### config.mk
export PLATFORM = sky130hd
export DESIGN_NAME = mem_lsu
export DESIGN_NICKNAME = d
export VERILOG_FILES = /design/src/rtl/struct_pckg.sv /design/src/rtl/lsu_load_align.sv /design/src/rtl/mem_lsu.sv
export SDC_FILE = /design/constraint.sdc
export NUM_CORES = 1
export LEC_CHECK = 0
export BUFFER_PORTS_ARGS = -buffer_cell sky130_fd_sc_hd__buf_4
export CAP_MARGIN = 20
export CORE_AREA = 2 2 238 240
export CTS_CLUSTER_DIAMETER = 50
export DETAILED_ROUTE_END_ITERATION = 6
export DIE_AREA = 0 0 240 242
export GPL_TIMING_DRIVEN = 0
export MAX_ROUTING_LAYER = met4
export PLACE_DENSITY = 0.61
export SYNTH_ARGS = -nofsm -noshare
export SYNTH_HDL_FRONTEND = slang
export SYNTH_SLANG_ARGS = --single-unit
### constraint.sdc
create_clock -name clk -period 2.1 [get_ports clk]
set_input_delay 0.42 -clock clk [delete_from_list [all_inputs] [get_ports clk]]
set_output_delay 0.42 -clock clk [all_outputs]
set_load 0.05 [all_outputs]
### src/rtl/struct_pckg.sv
// Shared pipeline types for the memory stage: the EX->WB instruction record,
// LSU state encoding, access-size codes and the lane/alignment helpers.
package struct_pckg;

    localparam int unsigned DATA_W = 64;

    localparam logic [2:0] MEM_B  = 3'b000;
    localparam logic [2:0] MEM_H  = 3'b001;
    localparam logic [2:0] MEM_W  = 3'b010;
    localparam logic [2:0] MEM_D  = 3'b011;
    localparam logic [2:0] MEM_BU = 3'b100;
    localparam logic [2:0] MEM_HU = 3'b101;
    localparam logic [2:0] MEM_WU = 3'b110;

    typedef enum logic [1:0] {
        LSU_IDLE = 2'd0,
        LSU_REQ  = 2'd1,
        LSU_WAIT = 2'd2,
        LSU_DONE = 2'd3
    } lsu_state_t;

    typedef struct packed {
        logic              is_valid;
        logic              mem_rd;
        logic              mem_wr;
        logic [2:0]        mem_size;
        logic [DATA_W-1:0] mem_addr;
        logic [DATA_W-1:0] mem_data;
        logic [DATA_W-1:0] rf_wr_data;
        logic              exc_misaligned;
        logic              exc_bus;
    } interconnection_struct;

    // Only the low two size bits set the access width; bit 2 selects zero-extension.
    function automatic logic is_misaligned(input logic [2:0] size, input logic [2:0] off);
        logic mis;
        case (size[1:0])
            2'b00:   mis = 1'b0;
            2'b01:   mis = off[0];
            2'b10:   mis = |off[1:0];
            2'b11:   mis = |off;
            default: mis = 1'b0;
        endcase
        return mis;
    endfunction

    function automatic logic [7:0] lane_mask(input logic [2:0] size, input logic [2:0] off);
        logic [7:0] base;
        case (size[1:0])
            2'b00:   base = 8'h01;
            2'b01:   base = 8'h03;
            2'b10:   base = 8'h0F;
            2'b11:   base = 8'hFF;
            default: base = 8'hFF;
        endcase
        return base << off;
    endfunction

endpackage

### src/rtl/lsu_load_align.sv
// Load-data extraction: selects the addressed bytes of a doubleword response
// and sign- or zero-extends them according to the access size.
module lsu_load_align
    import struct_pckg::*;
#(
    parameter int XLEN = 64
) (
    input  logic [XLEN-1:0] rdata,
    input  logic [2:0]      offset,
    input  logic [2:0]      size,
    output logic [XLEN-1:0] data
);

    logic [XLEN-1:0] shifted_s;

    // Shift the addressed byte to lane 0, then extend per size.
    always_comb begin
        shifted_s = rdata >> {offset, 3'b000};
        case (size)
            MEM_B:   data = {{(XLEN-8){shifted_s[7]}}, shifted_s[7:0]};
            MEM_H:   data = {{(XLEN-16){shifted_s[15]}}, shifted_s[15:0]};
            MEM_W:   data = {{(XLEN-32){shifted_s[31]}}, shifted_s[31:0]};
            MEM_D:   data = shifted_s;
            MEM_BU:  data = {{(XLEN-8){1'b0}}, shifted_s[7:0]};
            MEM_HU:  data = {{(XLEN-16){1'b0}}, shifted_s[15:0]};
            MEM_WU:  data = {{(XLEN-32){1'b0}}, shifted_s[31:0]};
            default: data = shifted_s;
        endcase
    end

endmodule

### src/rtl/mem_lsu.sv
// Memory stage between EX and WB: one instruction in flight, loads/stores over a
// req/gnt/rvalid data port, everything else passed through one register stage.
module mem_lsu
    import struct_pckg::*;
#(
    parameter int XLEN     = 64,
    parameter int MAX_WAIT = 255
) (
    input  logic                  clk,
    input  logic                  rst,
    input  logic                  i_valid,
    output logic                  o_ready,
    input  interconnection_struct i_struct,
    output logic                  o_valid,
    input  logic                  i_ready,
    output interconnection_struct o_struct,
    output logic                  dmem_req,
    output logic                  dmem_we,
    output logic [XLEN-1:0]       dmem_addr,
    output logic [7:0]            dmem_be,
    output logic [XLEN-1:0]       dmem_wdata,
    input  logic                  dmem_gnt,
    input  logic                  dmem_rvalid,
    input  logic [XLEN-1:0]       dmem_rdata
);

    localparam logic [1:0] S_IDLE = 2'(LSU_IDLE);
    localparam logic [1:0] S_REQ  = 2'(LSU_REQ);
    localparam logic [1:0] S_WAIT = 2'(LSU_WAIT);
    localparam logic [1:0] S_DONE = 2'(LSU_DONE);
    localparam int CNT_W = (MAX_WAIT > 1) ? $clog2(MAX_WAIT) : 1;

    logic [1:0]            state_r;
    interconnection_struct hold_r;
    logic                  req_r;
    logic                  we_r;
    logic [XLEN-1:0]       addr_r;
    logic [7:0]            be_r;
    logic [XLEN-1:0]       wdata_r;
    logic [CNT_W-1:0]      wait_cnt_r;

    logic                  accept_s;
    logic                  timeout_s;
    logic [2:0]            in_off_s;
    logic                  in_mem_s;
    logic                  misalign_s;
    logic                  issue_s;
    interconnection_struct acc_hold_s;
    logic [XLEN-1:0]       load_data_s;

    assign o_ready   = (state_r == S_IDLE) | ((state_r == S_DONE) & i_ready);
    assign accept_s  = i_valid & o_ready;
    assign timeout_s = (wait_cnt_r == CNT_W'(MAX_WAIT - 1));

    // Classify the incoming instruction and build its holding-register image.
    always_comb begin
        in_off_s   = i_struct.mem_addr[2:0];
        in_mem_s   = i_struct.is_valid & (i_struct.mem_rd | i_struct.mem_wr);
        misalign_s = in_mem_s & is_misaligned(i_struct.mem_size, in_off_s);
        issue_s    = in_mem_s & ~misalign_s;
        acc_hold_s = i_struct;
        acc_hold_s.exc_misaligned = misalign_s;
        acc_hold_s.exc_bus        = 1'b0;
    end

    lsu_load_align #(
        .XLEN(XLEN)
    ) u_load_align (
        .rdata  (dmem_rdata),
        .offset (hold_r.mem_addr[2:0]),
        .size   (hold_r.mem_size),
        .data   (load_data_s)
    );

    // FSM, holding register and registered memory-port drive.
    always_ff @(posedge clk) begin
        if (rst) begin
            state_r    <= S_IDLE;
            hold_r     <= '0;
            req_r      <= 1'b0;
            we_r       <= 1'b0;
            addr_r     <= {XLEN{1'b0}};
            be_r       <= 8'h00;
            wdata_r    <= {XLEN{1'b0}};
            wait_cnt_r <= {CNT_W{1'b0}};
        end else if (accept_s) begin
            hold_r  <= acc_hold_s;
            state_r <= issue_s ? S_REQ : S_DONE;
            req_r   <= issue_s;
            we_r    <= issue_s & i_struct.mem_wr;
            be_r    <= issue_s ? lane_mask(i_struct.mem_size, in_off_s) : 8'h00;
            if (issue_s) begin
                addr_r  <= {i_struct.mem_addr[XLEN-1:3], 3'b000};
                wdata_r <= i_struct.mem_data << {in_off_s, 3'b000};
            end
        end else begin
            case (state_r)
                S_IDLE: state_r <= S_IDLE;
                S_REQ: begin
                    if (dmem_gnt) begin
                        state_r    <= S_WAIT;
                        req_r      <= 1'b0;
                        we_r       <= 1'b0;
                        be_r       <= 8'h00;
                        wait_cnt_r <= {CNT_W{1'b0}};
                    end
                end
                S_WAIT: begin
                    // A store's response is only an ack; a timed-out load keeps its old rf_wr_data.
                    if (dmem_rvalid) begin
                        state_r <= S_DONE;
                        if (!hold_r.mem_wr) begin
                            hold_r.rf_wr_data <= load_data_s;
                        end
                    end else if (timeout_s) begin
                        state_r        <= S_DONE;
                        hold_r.exc_bus <= 1'b1;
                    end else begin
                        wait_cnt_r <= wait_cnt_r + CNT_W'(1);
                    end
                end
                S_DONE: begin
                    if (i_ready) begin
                        state_r <= S_IDLE;
                    end
                end
                default: state_r <= S_IDLE;
            endcase
        end
    end

    assign o_valid    = (state_r == S_DONE);
    assign o_struct   = hold_r;
    assign dmem_req   = req_r;
    assign dmem_we    = we_r;
    assign dmem_addr  = addr_r;
    assign dmem_be    = be_r;
    assign dmem_wdata = wdata_r;

endmodule
==> out/qor.yml <==
status:
  status: "complete, but fails checks"
  violations: "setup timing"
final_layout:
  nets: 2908
  final_area_um2: 24400
  syn_to_final_growth_pct: 49.3
  fillers: 5594
  drive_above_1_share_pct: 37.3
  stdcell_count: 3427
  final_core_util_pct: 43.7
power_and_ir_drop:
  seqPwrFrac_pct: 28.7
  power_mw: 28.9
  clock_power_share_pct: 28.5
  p_comb_share_pct: 42.9
  p_switching_mw: 12.4
  max-vdd-ir-drop_uv: 603
  switching_share_pct: 42.8
  p_per_area_nw_per_um2: 1190
  leakagePower_nw: 9.98
  internal_power_mw: 16.5
drt:
  viasPerCell: 5.33
  drc_errors: 0
  drt-initial-drc-count: 1541
  via_count: 18300
  wl_per_cell_um: 24.9
  drt_pass1_iterations: 7
  ant_nets: 0
  wl_um: 85400
critical_path:
  critPathMaxStageDelay_ns: 0.42
  critPathBufInv: 3
  critPathMostFrequentCell: "buf_6"
  endpoint_kind: "register"
  crit_type: "reg -> reg"
  slowest_stage: "dfxtp_2"
  path_depth: 8
  reg2regPathDepth: 8
  cp_data_required_time_ns: 2.53
  critPathLaunchType: "register"
  cp_max_fo: 10
  path_cells: "buf_6, nand3b_4, a2bb2oi_1, o21ai_2, a2111oi_4, buf_6, clkbuf_16, a221oi_1"
  critPathArrivalTime_ns: 2.55
  critPathTopFamily: "compound AO/OA/AOI/OAI gates"
run:
  maxCapViolCount: 0
timing:
  whs_ns: 0.0733
  tightest_slew_ns: 1.07
  timing.final.crit_share_pct: 101
  fin_tns_setup_ns: -0.0885
  finalWorstSetupSlack_ns: -0.0178
  drv_slew: 0
  max_clock_freq_mhz: 472
  setup_viol: 9
  finalClockSkew_ns: 0.0164
  hold_viol_final: 0
  fin_crit_ns: 2.12
  relSlewSlack_pct: 28.9
  rsz0062_at_grt: "true"
global_route:
  gr-usage-met3_pct: 6.67
  grt-ovfl-total: 0
  grtUsageMet1_pct: 34.5
  grtUsageTotal_pct: 28.9
  grt_busiest_layer: "met2"
  grt_start_max_net_pins: 14
  grt_pass1_wl_um: 120000
  use_met2_pct: 47.8
  antenna_found_initial: 2
  grt_pass1_vias: 17700
logic_synthesis:
  yosys-top-cells-area: "dfxtp_1 (42%), nand2_1 (13%), a21oi_1 (7.8%)"
  ys_ff_latch: 345
  synth_edf_count: 0
  synth.most_common_cell: "nand2_1"
  ys_types: 65
  yosysSeqAreaShare_pct: 42.3
  yosysWarnings: 0
  avgSynthCellArea_um2: 8.30
  yosys-top-cells-count: "nand2_1 (546), dfxtp_1 (345), a21oi_1 (253), clkbuf_1 (94), mux2i_1 (87)"
  synth_top_area_share_pct: 42.3
  synth_area_leader_cell: "dfxtp_1"
  async_reset_ff_share_pct: 0
  synthCells: 1967
  synth-main-ff-cell: "dfxtp_1"
  syn-cell-area_um2: 16300
clock_network:
  path_clk_slew_ns: 0.06
  clock_path_buffers: 3
  htreeDepth: 2
  clkSinkCount: 345
  cts-root-buf: "clkbuf_16"
  postCtsHoldBufs: 0
  cts_tree: "yes"
  clock_latency_ns: 0.59
  numCtsBuffers: 47
die:
  start_util_pct: 29.3
  die_x_um: 240
  die_area_um2: 58100
  coreArea_um2: 55700
  rows: 87
  die_h_um: 242
  io_pins: 610
place:
  dp_slack_ns: -0.969
  hpwl_um: 67200
  place_area_um2: 21800
  place.gp.congestion: 0.958
  io_buffers: 600
  dpl.cell_count: 3327
hold_path:
  whs_path_depth: 3
  hold_class: "in -> reg"
path summary, 6_finish.rpt:
check / from / endpoint / slack (ns)
worst min register to register: dmem_wdata[26] / dmem_wdata[26] / 0.45
worst max register to register: o_struct[132] / o_struct[58] / -0.02
worst max-delay path: o_struct[132] / o_struct[58] / -0.02
worst min-delay path: i_struct[184] / o_struct[184] / 0.07
state kept, by name (all words and copies together), names as in the netlist:
name / flops
dmem_req: 1
state_r: 2
o_struct: 200
dmem_be: 8
dmem_we: 1
dmem_addr: 61
dmem_wdata: 64
wait_cnt_r: 8
kinds of logic (layout without fill, tap and decap cells):
logic type	after synthesis	after routing	synth area share, %
adders and majority gates	6	6	0.460
AOI/OAI and AO/OA	493	493	19.0
buffers and inverters	192	893	5.44
and+or+nand+nor	765	765	19.5
DFF	345	345	42.3
other	1	4	0.0230
muxes	157	157	12.9
xor gates and xnor gates	8	8	0.429
per-layer routing:
layer | share of wire, % | vias up
met5 | 0 | -
met2 | 49 | 920
met3 | 8.2 | 191
met4 | 3.9 | 0
met1 | 39 | 8911
li1 | - | 8237
cell type report:
class                      count  area, um2  area share (%)
multi-input combinational   1432       8970            36.8
tap                          756        946            3.88
sequential                   345       6930            28.4
clock buffer                  61       1320            5.42
antenna                        1       2.50          0.0103
timing repair buffer         618       4710            19.3
clock inverter                26        293            1.20
inverter                      17       71.3           0.293
buffer                       171       1130            4.63
worst reg2reg max path, cell delays in order, from the launching register on:
cell       delay (ns)
dfxtp_2          0.42
buf_6            0.19
nand3b_4         0.23
a2bb2oi_1        0.20
o21ai_2          0.12
a2111oi_4        0.37
buf_6            0.21
clkbuf_16        0.16
a221oi_1         0.07
power groups by stage:
stage | Clock (mW) | Combinational, mW | Sequential, mW
detailed placement | 0 | 11.6 | 8.36
finish | 8.24 | 12.4 | 8.28
global placement | 0 | 11.5 | 8.33
global route | 8.65 | 13.0 | 8.38
floorplan | 0 | 4.06 | 11.6
CTS | 8.38 | 12.1 | 8.26
layout by cell type, fill, tap and decap left out, types with 6 or more instances in the layout:
master     instances
o21ai_1            9
o22ai_1           25
clkbuf_1          52
xnor2_1            7
buf_6             17
buf_2             29
a22oi_1           15
buf_12             6
clkbuf_2          24
nor2_1            81
clkbuf_16         50
o211ai_1           9
dfxtp_1          338
a221oi_2          35
mux4_2            39
or3_4              8
clkbuf_4          18
mux2i_1           83
mux2_2            30
nand3_1           26
or3_1             21
o21ai_0           67
a221oi_1          12
nand2b_1          11
inv_1             13
nor2b_1            8
a21oi_1          245
buf_4            635
clkinv_2           9
a211oi_1          24
clkbuf_8          10
a21oi_2            6
nand2_1          541
nor3_1            23
a311oi_1          13
what timing repair did:
item	CTS	global route
pin swaps	6	17
cloned	0	2
endpoints found under the setup margin	338	247
buffers inserted	8	7
gates resized for setup	168	80
Power figures use the tool's default switching activity.
